[src/rtl/mux8_rr_arbiter_if.sv]
// mux8_rr_arbiter_if: requester/consumer bundle for the 8-way round-robin arbiter.
// The lock signal exists only when MUX_ARB_LOCK_EN is defined.
interface mux8_rr_arbiter_if #(
   parameter int DW = 8
) ();
   logic [7:0]      req;
   logic [8*DW-1:0] in_data;
   logic [7:0]      ack;
   logic [2:0]      sel;
   logic            out_valid;
   logic            out_ready;
   logic [DW-1:0]   out_data;
   logic [2:0]      out_id;
`ifdef MUX_ARB_LOCK_EN
   logic            lock;

   modport master (
      input  req, in_data, out_ready, lock,
      output ack, sel, out_valid, out_data, out_id
   );
   modport slave (
      output req, in_data, out_ready, lock,
      input  ack, sel, out_valid, out_data, out_id
   );
`else
   modport master (
      input  req, in_data, out_ready,
      output ack, sel, out_valid, out_data, out_id
   );
   modport slave (
      output req, in_data, out_ready,
      input  ack, sel, out_valid, out_data, out_id
   );
`endif
endinterface

[src/rtl/mux8_rr_arbiter.sv]
// mux8_rr_arbiter: round-robin arbiter over eight requesters with bursts of
// up to MAX_BURST words, feeding one registered valid/ready output stage.
// Optional feature: define MUX_ARB_LOCK_EN to add the burst lock input.
module mux8_rr_arbiter #(
   parameter int DW        = 8,
   parameter int MAX_BURST = 4
) (
   input logic               clk,
   input logic               rst,
   mux8_rr_arbiter_if.master bus
);

   typedef enum logic {IDLE, BURST} state_t;

   localparam logic [3:0] MAXB = 4'(MAX_BURST);

   state_t          state, state_nx;
   logic [2:0]      ptr, ptr_nx;
   logic [2:0]      owner, owner_nx;
   logic [3:0]      cnt, cnt_nx;
   logic            out_valid_q, out_valid_nx;
   logic [DW-1:0]   out_data_q, out_data_nx;
   logic [2:0]      out_id_q, out_id_nx;

   logic            lock_on;
   logic            space;
   logic            keep;
   logic            found;
   logic [2:0]      cand;
   logic [DW-1:0]   cand_word;
   logic            ld;

`ifdef MUX_ARB_LOCK_EN
   assign lock_on = bus.lock;
`else
   assign lock_on = 1'b0;
`endif

   // The output register can take a word when empty or being drained this cycle.
   assign space = !out_valid_q || bus.out_ready;

   // Candidate: the burst owner while it may continue, else first request after ptr.
   always_comb begin
      logic [2:0] idx;
      idx   = '0;
      found = 1'b0;
      cand  = owner;
      keep  = (state == BURST) && bus.req[owner] && ((cnt < MAXB) || lock_on);
      if (keep) begin
         found = 1'b1;
      end else begin
         // k = 8 wraps to ptr itself, so the previous owner is searched last.
         for (int k = 1; k <= 8; k++) begin
            idx = ptr + 3'(k);
            if (!found && bus.req[idx]) begin
               found = 1'b1;
               cand  = idx;
            end
         end
      end
   end

   assign cand_word = bus.in_data[cand*DW +: DW];
   assign ld        = space && found;

   // ack is forced low during reset even though the output stage looks empty.
   assign bus.ack       = (ld && !rst) ? (8'b1 << cand) : 8'b0;
   assign bus.sel       = owner;
   assign bus.out_valid = out_valid_q;
   assign bus.out_data  = out_data_q;
   assign bus.out_id    = out_id_q;

   // Next-state and load decisions; everything holds while backpressured.
   always_comb begin
      state_nx     = state;
      ptr_nx       = ptr;
      owner_nx     = owner;
      cnt_nx       = cnt;
      out_valid_nx = out_valid_q;
      out_data_nx  = out_data_q;
      out_id_nx    = out_id_q;
      if (ld) begin
         out_valid_nx = 1'b1;
         out_data_nx  = cand_word;
         out_id_nx    = cand;
         if (keep) begin
            // Locked bursts can run past MAX_BURST; the count stays pinned.
            cnt_nx = (cnt < MAXB) ? cnt + 4'd1 : cnt;
         end else begin
            owner_nx = cand;
            ptr_nx   = cand;
            cnt_nx   = 4'd1;
            state_nx = BURST;
         end
      end else if (space) begin
         // No requester at all: the output drains and the burst ends.
         out_valid_nx = 1'b0;
         state_nx     = IDLE;
      end
   end

   // State, arbitration and output registers; reset clears the burst at once.
   always_ff @(posedge clk or posedge rst) begin
      if (rst) begin
         state       <= IDLE;
         ptr         <= 3'd7;
         owner       <= 3'd0;
         cnt         <= 4'd0;
         out_valid_q <= 1'b0;
         out_data_q  <= '0;
         out_id_q    <= 3'd0;
      end else begin
         state       <= state_nx;
         ptr         <= ptr_nx;
         owner       <= owner_nx;
         cnt         <= cnt_nx;
         out_valid_q <= out_valid_nx;
         out_data_q  <= out_data_nx;
         out_id_q    <= out_id_nx;
      end
   end

endmodule
[src/flat_wrapper.sv]
// flat-port wrapper written by rule: the top's interface ports become plain ports
module mux8_rr_arbiter_flat 
#(
   parameter int DW        = 8,
   parameter int MAX_BURST = 4
)
  (clk, rst, bus_req, bus_in_data, bus_out_ready, bus_ack, bus_sel, bus_out_valid, bus_out_data, bus_out_id);
  mux8_rr_arbiter_if #(.DW(DW)) bus_i ();
  input logic clk;
  input logic rst;
  input wire logic [$bits(bus_i.req)-1:0] bus_req;
  input wire logic [$bits(bus_i.in_data)-1:0] bus_in_data;
  input wire logic [$bits(bus_i.out_ready)-1:0] bus_out_ready;
  output wire logic [$bits(bus_i.ack)-1:0] bus_ack;
  output wire logic [$bits(bus_i.sel)-1:0] bus_sel;
  output wire logic [$bits(bus_i.out_valid)-1:0] bus_out_valid;
  output wire logic [$bits(bus_i.out_data)-1:0] bus_out_data;
  output wire logic [$bits(bus_i.out_id)-1:0] bus_out_id;
  assign bus_i.req = bus_req;
  assign bus_i.in_data = bus_in_data;
  assign bus_i.out_ready = bus_out_ready;
  assign bus_ack = bus_i.ack;
  assign bus_sel = bus_i.sel;
  assign bus_out_valid = bus_i.out_valid;
  assign bus_out_data = bus_i.out_data;
  assign bus_out_id = bus_i.out_id;
  mux8_rr_arbiter #(.DW(DW), .MAX_BURST(MAX_BURST)) u_core (.clk(clk), .rst(rst), .bus(bus_i));
endmodule
[config.mk]
export PLATFORM = sky130hd
export DESIGN_NAME = mux8_rr_arbiter_flat
export DESIGN_NICKNAME = d
export VERILOG_FILES = /design/src/rtl/mux8_rr_arbiter_if.sv /design/src/rtl/mux8_rr_arbiter.sv /design/src/flat_wrapper.sv
export SDC_FILE = /design/constraint.sdc
export NUM_CORES = 1
export LEC_CHECK = 0
export CAP_MARGIN = 20
export CORE_AREA = 2 2 62 122
export CTS_CLUSTER_SIZE = 10
export DETAILED_ROUTE_END_ITERATION = 8
export DIE_AREA = 0 0 64 124
export PLACE_DENSITY = 0.73
export SYNTH_ARGS = -nofsm -noshare
export SYNTH_HDL_FRONTEND = slang
export SYNTH_SLANG_ARGS = --single-unit
[constraint.sdc]
create_clock -name clk -period 9 [get_ports clk]
set_input_delay 1.8 -clock clk [delete_from_list [all_inputs] [get_ports clk]]
set_output_delay 1.8 -clock clk [all_outputs]
set_load 0.03 [all_outputs]
==> impl_table.tex <==
\begin{tabular}{lr}
\hline
Metric & Value \\
\hline
\multicolumn{2}{l}{\textbf{Route}} \\
\quad Initial DRC count & a little under 200 \\
\quad Via density & around 6 \\
\quad Detailed route wirelength on metal2 & approximately 5 mm \\
\quad Max layer used & met4 \\
\quad Total vias in the final route & 2865 \\
\quad Final Routed Wirelength & between 8 and 9 mm \\
\quad Post-Route M1 WL & slightly below 3 mm \\
\quad Average wire per standard cell & approximately 18 um \\
\quad Met3 wirelength from detailed routing & roughly 420 um \\
\quad Detail Route Antenna Nets & 0 \\
\quad Number of iterations in the first detailed-routing pass & 4 \\
\quad Number of remaining DRC errors & 0 \\
\multicolumn{2}{l}{\textbf{STA}} \\
\quad Max Freq & 0.128 GHz \\
\quad Unrepaired setup endpoints after global routing & false \\
\quad Final-report max-slew violation count & 0 \\
\quad Crit share post-route & 0.865 \\
\quad Final setup skew & between 0.006 and 0.007 ns \\
\quad Slew at the pin closest to its max-slew limit & 0.888 ns \\
\quad Final Hold Vio Count & 0 \\
\quad Normalized max-slew margin & 0.407 \\
\quad Final critical path time including I/O delays and setup & between 7 and 8 ns \\
\quad Final sum of negative setup slack & 0 ns \\
\quad Setup-violating endpoint count in the final report & 0 \\
\multicolumn{2}{l}{\textbf{Critical path}} \\
\quad Bufs and invs on worst path & 3 \\
\quad Cell chain of the critical path & clkdlybuf4s50\_1 -> mux4\_2 -> mux2i\_1 -> and2\_1 -> nand3b\_1 -> a221oi\_1 -> o21a\_1 -> buf\_4 -> nor2\_1 -> nor3\_1 -> clkdlybuf4s50\_1 \\
\quad Critical path fanouts, max & 17 \\
\quad Family with the most delay on the worst path & buffers and inverters \\
\quad Crit-path max cell delay & $\sim$0.73 ns \\
\quad Classification of the worst setup path & input port to primary output \\
\quad Critical path launch point type & input port \\
\quad Most prevalent standard cell on the critical path & clkdlybuf4s50\_1 \\
\quad Capturing element type of the critical path & primary output \\
\quad Data required time at the worst endpoint & between 7 and 8 ns \\
\quad Worst Path Arrival & about 6.0 ns \\
\quad Highest-delay cell along the critical path & clkdlybuf4s50\_1 \\
\multicolumn{2}{l}{\textbf{Clocking}} \\
\quad Post-CTS repair timing setup buffer count & 0 \\
\quad Number of buffers inserted for hold repair after clock tree synthesis & 0 \\
\quad H-tree lvl count & 1 \\
\quad Number of sinks on the clock net & 23 \\
\quad CTS tree & yes \\
\quad Clock insertion delay at the later pin of the skew report & around 0.26 ns \\
\quad Clock slew at the register clock pins of the worst setup and hold paths & 0.06 ns \\
\quad Number of buffers added by the clock tree synthesis step & 3 \\
\quad Root buffer cell & clkbuf\_16 \\
\quad Max clock buf depth & 2 \\
\quad Gates resized, CTS repair & 0 \\
\multicolumn{2}{l}{\textbf{Synthesis}} \\
\quad Number of warnings issued by yosys & 0 \\
\quad Dominant combinational cell family by area after synthesis & compound AO/OA/AOI/OAI gates \\
\quad Xor and xnor fraction of the mapped netlist area & 0.0155 \\
\quad Number of register bits inferred by synthesis & 23 \\
\quad Mean Syn Cell Area & approximately 8.7 um\^{}2 \\
\quad Sequential-to-total area share from yosys stat & 0.212 \\
\quad Synthesized Nets & about 400 \\
\quad Basic-gate share of the synthesized area counting and, or, nand and nor cells & 0.182 \\
\quad Number of synthesized flops with an enable pin & 0 \\
\quad Adder and majority gate portion of the synthesized area & 0.0137 \\
\quad Area contributors post-synth & dfrtp\_1, mux4\_2, mux2\_2 \\
\quad Synth Flop Type & dfrtp\_1 \\
\quad Area fraction in compound gates after synthesis & 0.268 \\
\quad Portion of synthesized cell area occupied by the leading cell type & 0.183 \\
\quad Post-synthesis async set-or-reset flop share & 1.00 \\
\quad Mux contribution to synthesized area & 0.256 \\
\quad Number of distinct library cell variants in the gate-level netlist after synthesis & 58 \\
\quad Syn Std Cell Area & around 2700 um\^{}2 \\
\quad Synthesized instance count & 315 \\
\quad Yosys top cell by area & dfrtp\_1 \\
\multicolumn{2}{l}{\textbf{Placed design}} \\
\quad Placer's final routability congestion estimate & 0.942 \\
\quad Final HPWL DP & a little over 7 mm \\
\quad Port Buffer Count & 97 \\
\multicolumn{2}{l}{\textbf{Floorplan}} \\
\quad Std-Cell Rows & 43 \\
\quad Die outline area & about 8000 um\^{}2 \\
\quad Die extent in x & roughly 64 um \\
\quad Top-Level Pins & 98 \\
\quad Die extent in y & approximately 120 um \\
\quad Initial Util & 0.394 \\
\quad Floorplan core area & $\sim$6900 um\^{}2 \\
\multicolumn{2}{l}{\textbf{Global routing}} \\
\quad Total global-route track usage & 0.228 \\
\quad Pin count of the biggest net entering global routing & 34 \\
\quad Initial antenna violation count & 0 \\
\quad Vias in the first global route & 2981 \\
\quad Total congestion overflow & 0 \\
\quad First-pass GRT wire length & $\sim$14 mm \\
\multicolumn{2}{l}{\textbf{Finish}} \\
\quad Fraction of final layout cells sized beyond drive strength 1 & 0.151 \\
\quad Number of fill cells & around 660 \\
\quad Diode insertion count for antenna repair & 0 \\
\quad Layout overhead on the synthesized area & 39.4\% \\
\quad Net total in the final layout & around 480 \\
\multicolumn{2}{l}{\textbf{Job}} \\
\quad Reported max-cap violation count & 0 \\
\multicolumn{2}{l}{\textbf{Run status}} \\
\quad Outcome & completed \\
\multicolumn{2}{l}{\textbf{Min path}} \\
\quad Min-Delay Path Class & register to register \\
\hline
\end{tabular}
## stage by stage
stage / hold WS [ns] / cell area (um^2) / worst slack [ns] / utilization / instances
after global placement: 0.461 / 3730 / 1.34 / 0.538 / 484
after global routing: 0.485 / 3810 / 1.01 / 0.550 / 488
final: 0.474 / 3810 / 1.21 / 0.550 / 488
after floorplan: 0.455 / 2740 / 2.47 / - / 315
after CTS: 0.479 / 3810 / 1.30 / 0.550 / 488
after detailed placement: 0.465 / 3730 / 1.31 / 0.538 / 484
## cells in the mapped netlist (7+ instances only)
cell type,n
a21oi_1,25
buf_2,8
clkbuf_1,7
dfrtp_1,20
inv_1,10
mux2_2,14
mux2_4,7
mux2i_1,10
mux4_2,14
nand2_1,29
nand3_1,10
nor2_1,21
nor3_1,23
o211ai_1,11
o211ai_2,7
o21ai_0,22
o21ai_1,7
## state kept, by name, indices dropped and copies added (netlist names)
signal	count
u_core.bus.out_data	8
u_core.bus.out_id	3
u_core.bus.out_valid	1
u_core.bus.sel	3
u_core.cnt	4
u_core.ptr	3
u_core.state	1
## area by class of cell
class,instances,area (um^2),area share
multi-input cells,261,2010,0.527
repair buffers,100,993,0.260
flip-flops and latches,23,579,0.152
well taps,90,113,0.0295
clock buffers,3,75.1,0.0197
inverters,10,37.5,0.00984
clock inverters,1,5.00,0.00131
## placed cells by master, fill, tap and decap left out, types with 4 or more instances in the layout
master / netlist / routed
a21oi_1: 25 / 25
a221oi_1: 4 / 4
a22o_1: 4 / 4
and2_1: 5 / 5
clkdlybuf4s50_1: 0 / 97
dfrtp_1: 20 / 20
inv_1: 10 / 10
mux2_2: 14 / 14
mux2_4: 7 / 7
mux2i_1: 10 / 10
mux4_2: 14 / 14
nand2_1: 29 / 29
nand3_1: 10 / 10
nor2_1: 21 / 21
nor3_1: 23 / 23
o211ai_1: 11 / 11
o211ai_2: 7 / 7
o21a_1: 4 / 4
o21ai_0: 22 / 21
o21ai_1: 7 / 8
## kinds of logic after synthesis
kind of cell / count (synthesis)
buf+inv: 31
mux: 46
fa+ha+maj: 3
xor+xnor: 4
simple gates: 103
flops: 23
compound gates: 105
## layer usage
metal  track usage  vias to the layer above
met5             0                        -
met4         0.107                        0
met3        0.0217                       16
met2         0.465                      112
met1         0.219                     1369
li1              -                     1368
## worst register-to-register path, cell delays in order (launching register included)
cell and delay (ns):
dfstp_2 0.91, inv_1 0.19, ha_1 0.67, mux4_2 0.46, mux2i_1 0.40, and2_1 0.23, nand3b_1 0.12, a221oi_1 0.61
o21ai_4 0.27, nand2_4 0.33, mux2_2 0.39, o211ai_1 0.15, nand3_1 0.09
## final timing paths
path / cells after the start / slack (ns) / start / to
max: 11 / 1.21 / bus_req[1] / bus_ack[4]
min: 2 / 0.47 / u_core.bus.out_data[0] / u_core.bus.out_data[0]
max reg2reg: 12 / 4.04 / u_core.ptr[0] / u_core.bus.out_data[7]
min reg2reg: 2 / 0.47 / u_core.bus.out_data[0] / u_core.bus.out_data[0]
max in group asynchronous: 2 / 6.32 / rst / u_core.bus.out_data[7]
min in group asynchronous: 2 / 2.12 / rst / u_core.bus.out_id[0]
Power is not shown: default switching activity piles up to over one toggle a cycle in this logic, so the estimate is an artifact.
